===== src/rtl/panel_pkg.sv =====
// panel_pkg
//   Shared definitions for the panel input controller: the run-control
//   state encoding and the default debounce timing.
//   No ports.
package panel_pkg;

  // Encoding is fixed; the fourth code (3) is illegal and recovers to HALT.
  typedef enum logic [1:0] {
    ST_HALT = 2'd0,
    ST_RUN  = 2'd1,
    ST_STEP = 2'd2
  } state_t;

  // 20 ms at 50 MHz.
  localparam int DEB_CYCLES_DEF = 1_000_000;
  localparam int CNT_W_DEF      = 20;

endpackage


===== src/rtl/debounce_bit.sv =====
// debounce_bit
//   One input bit: 2-FF synchroniser followed by a debounce counter and a
//   stable-value register. The output is in "asserted = 1" polarity: the
//   synchronised level is XORed with IDLE, so an active-low key (IDLE = 1)
//   reads 1 when pressed.
// Ports
//   clk   in  system clock
//   rst   in  synchronous active-high reset
//   din   in  raw asynchronous pin level
//   dout  out debounced level, 0 at idle
module debounce_bit
  import panel_pkg::*;
#(
  parameter int DEB_CYCLES = DEB_CYCLES_DEF,
  parameter int CNT_W      = CNT_W_DEF,
  parameter bit IDLE       = 1'b0
) (
  input  logic clk,
  input  logic rst,
  input  logic din,
  output logic dout
);

  localparam logic [CNT_W-1:0] CNT_LAST = CNT_W'(DEB_CYCLES - 1);

  logic             meta_q;
  logic             sync_q;
  logic [CNT_W-1:0] cnt_q;
  logic             stable_q;
  logic             lvl;

  assign lvl = sync_q ^ IDLE;

  // Any cycle where the synchronised level agrees with the stable value
  // throws away the partial count, so a bounce shorter than DEB_CYCLES
  // never reaches the output.
  always_ff @(posedge clk) begin
    if (rst) begin
      meta_q   <= IDLE;
      sync_q   <= IDLE;
      cnt_q    <= '0;
      stable_q <= 1'b0;
    end else begin
      meta_q <= din;
      sync_q <= meta_q;
      if (lvl == stable_q) begin
        cnt_q <= '0;
      end else if (cnt_q == CNT_LAST) begin
        stable_q <= lvl;
        cnt_q    <= '0;
      end else begin
        cnt_q <= cnt_q + 1'b1;
      end
    end
  end

  assign dout = stable_q;

endmodule


===== src/rtl/panel_input_ctrl.sv =====
// panel_input_ctrl
//   Debounces board switches and push-keys and turns key presses into
//   run / halt / single-step control of the divided CPU clock.
//
//   state | meaning
//   ------+---------------------------------------------------------------
//   HALT  | CPU stopped, cpu_en = 0
//   RUN   | CPU free-running, cpu_en = 1, running = 1
//   STEP  | cpu_en = 1 until the next tick, then back to HALT
//
// Ports
//   clk        in   system clock
//   rst        in   synchronous active-high reset
//   sw_raw     in   raw switches, 1 = on
//   key_raw    in   raw keys, 0 = pressed (key[0] run/halt, key[1] step)
//   tick       in   one-clk strobe per divided CPU clock period
//   sw         out  debounced switch levels
//   key_level  out  debounced key levels, 1 = pressed
//   key_press  out  one-clk pulse per accepted press
//   cpu_en     out  CPU clock-enable
//   running    out  1 while in RUN
module panel_input_ctrl
  import panel_pkg::*;
#(
  parameter int DEB_CYCLES = DEB_CYCLES_DEF,
  parameter int CNT_W      = CNT_W_DEF,
  parameter bit RESET_RUN  = 1'b1
) (
  input  logic       clk,
  input  logic       rst,
  input  logic [1:0] sw_raw,
  input  logic [1:0] key_raw,
  input  logic       tick,
  output logic [1:0] sw,
  output logic [1:0] key_level,
  output logic [1:0] key_press,
  output logic       cpu_en,
  output logic       running
);

  localparam state_t ST_RESET = RESET_RUN ? ST_RUN : ST_HALT;

  for (genvar i = 0; i < 2; i++) begin : g_in
    debounce_bit #(
      .DEB_CYCLES (DEB_CYCLES),
      .CNT_W      (CNT_W),
      .IDLE       (1'b0)
    ) u_sw (
      .clk  (clk),
      .rst  (rst),
      .din  (sw_raw[i]),
      .dout (sw[i])
    );

    debounce_bit #(
      .DEB_CYCLES (DEB_CYCLES),
      .CNT_W      (CNT_W),
      .IDLE       (1'b1)
    ) u_key (
      .clk  (clk),
      .rst  (rst),
      .din  (key_raw[i]),
      .dout (key_level[i])
    );
  end

  logic [1:0] key_level_q;

  always_ff @(posedge clk) begin
    if (rst) begin
      key_level_q <= '0;
      key_press   <= '0;
    end else begin
      key_level_q <= key_level;
      key_press   <= key_level & ~key_level_q;
    end
  end

  state_t state_q;
  state_t state_d;

  always_ff @(posedge clk) begin
    if (rst) begin
      state_q <= ST_RESET;
    end else begin
      state_q <= state_d;
    end
  end

  // key[0] is checked first everywhere so it wins over key[1] and over tick.
  always_comb begin
    state_d = state_q;
    cpu_en  = 1'b0;
    running = 1'b0;
    case (state_q)
      ST_RUN: begin
        cpu_en  = 1'b1;
        running = 1'b1;
        if (key_press[0]) state_d = ST_HALT;
      end
      ST_HALT: begin
        if (key_press[0])      state_d = ST_RUN;
        else if (key_press[1]) state_d = ST_STEP;
      end
      ST_STEP: begin
        cpu_en = 1'b1;
        if (key_press[0]) state_d = ST_RUN;
        else if (tick)    state_d = ST_HALT;
      end
      default: state_d = ST_HALT;
    endcase
  end

endmodule


===== config.mk =====
export PLATFORM = sky130hd
export DESIGN_NAME = panel_input_ctrl
export DESIGN_NICKNAME = d
export VERILOG_FILES = /design/src/rtl/panel_pkg.sv /design/src/rtl/debounce_bit.sv /design/src/rtl/panel_input_ctrl.sv
export SDC_FILE = /design/constraint.sdc
export NUM_CORES = 1
export LEC_CHECK = 0
export CAP_MARGIN = 20
export CORE_MARGIN = 2
export CORE_UTILIZATION = 25
export DETAILED_ROUTE_END_ITERATION = 12
export PLACE_DENSITY = 0.36
export SLEW_MARGIN = 5
export SYNTH_ARGS = -nofsm -noshare
export SYNTH_HDL_FRONTEND = slang
export SYNTH_HIERARCHICAL = 1
export SYNTH_SLANG_ARGS = --single-unit
export TNS_END_PERCENT = 30

===== constraint.sdc =====
create_clock -name clk -period 2.49 [get_ports clk]
set_input_delay 0.249 -clock clk [delete_from_list [all_inputs] [get_ports clk]]
set_output_delay 0.249 -clock clk [all_outputs]
set_load 0.03 [all_outputs]

# Yosys cells after proc, flatten, opt, wreduce, memory -nomap -nowiden
# Cells that the tools add are included.
# totals
ff_bits	98
input_bits	7
output_inout_bits	8
# classes
add_sub_neg	4
n_eq_ne	13
n_mux	8
n_bitwise	8
reduce_logical	11
# op_table
operator	count
adder 20 x 1 -> 20 bit (second input constant)	4
== test 20 bit (second input constant)	4
OR reduction 3 bit	4
2-to-1 mux 2 bit	5
AND reduction 2 bit	4
!= test 3 bit (second input constant)	2
inverter 1 bit	6
one-hot mux 2 bit (3 select lines)	1
== test 1 bit	4
AND reduction 3 bit	1
bitwise AND 2 bit	1
== test 2 x 1 -> 1 bit (second input constant)	1
== test 2 bit (second input constant)	1
logical NOT 2 bit	1
2-to-1 mux 1 bit	2
!= test 2 bit (second input constant)	1
inverter 2 bit	1
OR reduction 2 bit	1

# Longest topological paths before layout
# depth
depth_word	4
mapped_depth	7

# By module
# The synthesis kept the hierarchy.
# by_module_without_submodules
module	instances	cells_per_inst	area_each_um2	seq_area_each_um2
debounce_bit (g_in[0].u_key ...)	2	120	1063.5	460.4
debounce_bit (g_in[0].u_sw ...)	2	116	1058.5	460.4
panel_input_ctrl	1	27	267.8	120.1

# Least setup slack after synthesis
# OpenSTA, ideal clock, no wires.
# synth_path
kind	reg2reg
from	reg g_in[0].u_sw.cnt_q[10]
to	reg g_in[0].u_sw.cnt_q[5]
setup_ns	0.115
arrival_time_ns	1.838
required_time_ns	2.375
path_slack_ns	0.537
path_stages_with_launch	6
period_less_slack_ns	1.953
path_cell_list	dfxtp_1 > or4_1 > or4_4 > o21ai_4 > buf_8 > nor2_2
# synth_between
elab_chain_cells	2
# synth_rtl
item	line	rtl
start, declared	debounce_bit.sv:28	logic [CNT_W-1:0] cnt_q;
start signal, assigned	debounce_bit.sv:52	cnt_q <= cnt_q + 1'b1;
== test 20 bit	debounce_bit.sv:48	end else if (cnt_q == CNT_LAST) begin
OR reduction 3 bit (no line)	--	
# No other way between the ends.
# A chain may end at the register's enable or synchronous reset.

# Worst setup path in the final report
# layout_path
from	reg g_in[1].u_sw.cnt_q[10]
to	reg g_in[1].u_sw.cnt_q[9]
# layout_between
elab_chain_cells	2
# layout_rtl
item	line
start, declared	debounce_bit.sv:28
start signal, assigned	debounce_bit.sv:52
== test 20 bit	debounce_bit.sv:48
OR reduction 3 bit (no line)	--
# No other way between the ends.

==> impl_metrics.ini <==
[status]
status = complete, no violations

[cells_and_area]
area_growth_syn_to_layout_pct = 14.6
layout_fillers = 1849
antenna_cells_inserted = 0
design.final.nets = 533
final_area_mm2 = 0.00517
layoutNonFillerInstCount = 752
drive_above_1_share_pct = 10.1

[global_routing]
total_routing_resource_utilization_after_global_routing_pct = 10.3
grt_pass1_vias = 3296
grt_max_degree = 20
grt_antenna_before_repair = 0
grt-ovfl-total = 0
first_pass_grt_wire_length_mm = 16.4

[power_and_ir_drop]
p_per_area_mw_per_mm2 = 594
vdd_drop_max_mv = 0.322
leakage_nw = 1.49

[sta]
timing.final.hold_violations = 0
worst_slew_pin_slew_ps = 414
setup_violations = 0
fin_worst_hold_slack_ps = 383
setup_repair_after_global_routing_missed_its_margin = no
final.setup.worst_slack_ps = 382
max_clock_freq_mhz = 474
post-route-period-util_pct = 84.7
setup-tns-final_ps = 0
slew-limit-headroom_pct = 72.3
fin_crit_ps = 2110
final-max-slew-violation-count = 0
clock_skew_ps = 7.75

[yosys]
synthesized_area_mm2 = 0.00451
postSynthAreaPerCell_um2 = 9.04
yosys-mux-area-fraction_pct = 0.666
main_combinational_cell_family_by_area_after_synthesis = simple AND/OR/NAND/NOR gates
synth_xor_xnor_area_share_pct = 10.9
synth_top_cell_area_share_pct = 43.5
netlist_top_cells_area = sky130_fd_sc_hd__dfxtp_1 43%, sky130_fd_sc_hd__xnor2_1 8.5%, sky130_fd_sc_hd__nor2_1 4.2%, sky130_fd_sc_hd__nand3_1 3.3%, sky130_fd_sc_hd__nor2_2 2.8%
synth-seq-cells = 98
yosys.area_share.simple_pct = 31.1
post_synth_inst_count = 499
synth-compound-area-share_pct = 7.43
ys_seq_area_share_pct = 43.5
synth-adder-area-share_pct = 2.22
synth_largest_area_cell = sky130_fd_sc_hd__dfxtp_1
synthDistinctLibCells = 41
mappedNetlistNets = 514
synthesis_warning_total = 6

[min_path]
hold-path-endpoint = key_press[1]
hold_path_class = reg -> reg
hold_path_startpoint = key_level_q[1]
timing.hold.worst_path_depth = 1

[clock_tree]
gates_resized_cts_repair = 0
clock_tree.htree_level_count = 3
post_cts_hold_buffer_count = 0
cts_sink_count = 98
insertion_delay_ps = 350
max-clock-path-buffers = 2
post_cts_buffers = 0
tritoncts = done
clk_pin_slew_worst_paths_ps = 70
cts_made_buffers = 9
root_buffer = sky130_fd_sc_hd__clkbuf_16

[placement]
postPlaceCellArea_mm2 = 0.00487
pre_cts_slack_ps = 380
placed_cells = 736
io_buffer_count = 14
dpl.hpwl_mm = 6.59
routabilityCongestion = 0.716

[critical_path]
crit_type = reg -> reg
rrSetupSlack_ps = 380
r2r-start = g_in[1].u_sw/cnt_q[10]
cp.arrival_ps = 2340
type_of_element_launching_the_critical_path = flip-flop
cp-end-kind = flip-flop
worst_reg_to_reg_cells = 5
timing.critical_path.required_ps = 2720
end_of_the_worst_register_to_register_path = g_in[1].u_sw/cnt_q[9]
path_max_fanout = 19

[floorplanning]
die_width_um = 138
fp.dieH_um = 138
initial_utilization_pct = 25.3
design.portCount = 15
design.die.area_mm2 = 0.0191
core_region_area_mm2 = 0.0178
row_count = 49

[drt]
detailedRoute.firstIterationViolations = 109
drtAntennaViolNets = 0
route.final.wire_length_mm = 9.34
detail_route.drc_violations = 0
vias_per_cell = 4.58
route.vias.total = 3444
detail_route.wl_per_cell_um = 12.4
first_pass_iteration_count_of_the_detailed_router = 4

[job]
drv_cap = 0
-- Yosys cell counts, drive strengths merged --
cell and instances:
nor4 16, nand4bb 2, buf 8, o211ai 3, or3b 2, and3 10, xor2 12, o21ai 12
a311o 1, o31ai 6, dfxtp 98, a41o 2, or4 12, nor2 70, nand3 30, inv 21
nand4b 6, nor2b 10, a21o 4, xnor2 44, or3 10, and4bb 2, and4 10, or2 4
nor3 16, ha 8, nand4 18, nand2b 2, nor3b 2, clkbuf 4, a21oi 23, nand2 27
a221o 1, mux2i 3
-- cells in the final DEF, fill, tap and decap left out, drive strengths merged, types with 12 or more instances in the layout --
cell type / n
inv: 22
nor2: 70
xnor2: 44
nand2: 27
nor4: 16
nor3: 16
a21oi: 23
dfxtp: 98
o21ai: 12
nand4: 18
xor2: 12
or4: 12
nand3: 30
clkdlybuf4s50: 14
-- per-stage QoR --
| step | util [%] | total power [W] |
|---|---|---|
| after floorplan | - | 0.00167 |
| after global placement | 27.3 | 0.00170 |
| after detailed placement | 27.3 | 0.00170 |
| after CTS | 29.0 | 0.00314 |
| after global routing | 29.0 | 0.00321 |
| final | 29.0 | 0.00307 |
-- worst max-delay path, cell delays in order, from the launching register on --
cell and delay (ps):
sky130_fd_sc_hd__dfxtp_1 360, sky130_fd_sc_hd__or4_1 540, sky130_fd_sc_hd__or4_4 570, sky130_fd_sc_hd__o21ai_4 130
sky130_fd_sc_hd__buf_4 300, sky130_fd_sc_hd__nor2_1 90
-- where the power goes --
part | switching [W] | total, W | internal [W] | leakage (nW)
logic | 0.0000446 | 0.0000812 | 0.0000366 | 0.556
registers | 0.00000663 | 0.00158 | 0.00158 | 0.791
clock network | 0.000624 | 0.00141 | 0.000783 | 0.147
-- metal layers --
layer | GRT usage [%] | vias up | share of wire [%]
met5 | 0 | - | 0
met4 | 4.83 | 0 | 2.0
met3 | 2.22 | 13 | 2.5
met2 | 16.0 | 29 | 45
met1 | 13.8 | 1596 | 50
li1 | - | 1806 | -
-- layout make-up --
| cell class | count | area [um^2] | share of cell area [%] |
|---|---|---|---|
| clock inverters | 6 | 66.3 | 1.28 |
| clock buffers | 10 | 229 | 4.43 |
| inverters | 21 | 78.8 | 1.53 |
| multi-input cells | 368 | 2360 | 45.7 |
| well taps | 229 | 287 | 5.54 |
| repair buffers | 20 | 185 | 3.58 |
| flip-flops and latches | 98 | 1960 | 38.0 |
-- flip-flops by register name, indices dropped and copies added (netlist names) --
signal / count
g_in.u_key/cnt_q: 40
g_in.u_sw/cnt_q: 40
g_in.u_key/dout: 2
g_in.u_key/meta_q: 2
g_in.u_key/sync_q: 2
g_in.u_sw/dout: 2
g_in.u_sw/lvl: 2
g_in.u_sw/meta_q: 2
key_level_q: 2
key_press: 2
state_q: 2
-- worst max path at each step --
stage	startpoint	endpoint	slack, ps	depth (start not counted)
4_1_cts	g_in[1].u_sw/cnt_q[10]	g_in[1].u_sw/cnt_q[9]	370	5
3_5_place_dp	g_in[1].u_sw/cnt_q[10]	g_in[1].u_sw/cnt_q[9]	380	5
5_1_grt	g_in[1].u_sw/cnt_q[13]	g_in[1].u_sw/cnt_q[17]	280	5
2_1_floorplan	g_in[0].u_sw/cnt_q[10]	g_in[0].u_sw/cnt_q[5]	540	5
6_report	g_in[1].u_sw/cnt_q[10]	g_in[1].u_sw/cnt_q[9]	380	5
3_3_place_gp	g_in[1].u_sw/cnt_q[10]	g_in[1].u_sw/cnt_q[9]	430	5
-- cell families (layout without fill, tap and decap cells) --
logic type                 count (synthesis)  in the layout
AOI/OAI and AO/OA                         52             52
xor gates and xnor gates                  56             56
adders and majority gates                  8              8
buffers and inverters                     33             57
DFF                                       98             98
muxes                                      3              3
and+or+nand+nor                          249            249
No activity file was read; power rests on OpenSTA's default activity.
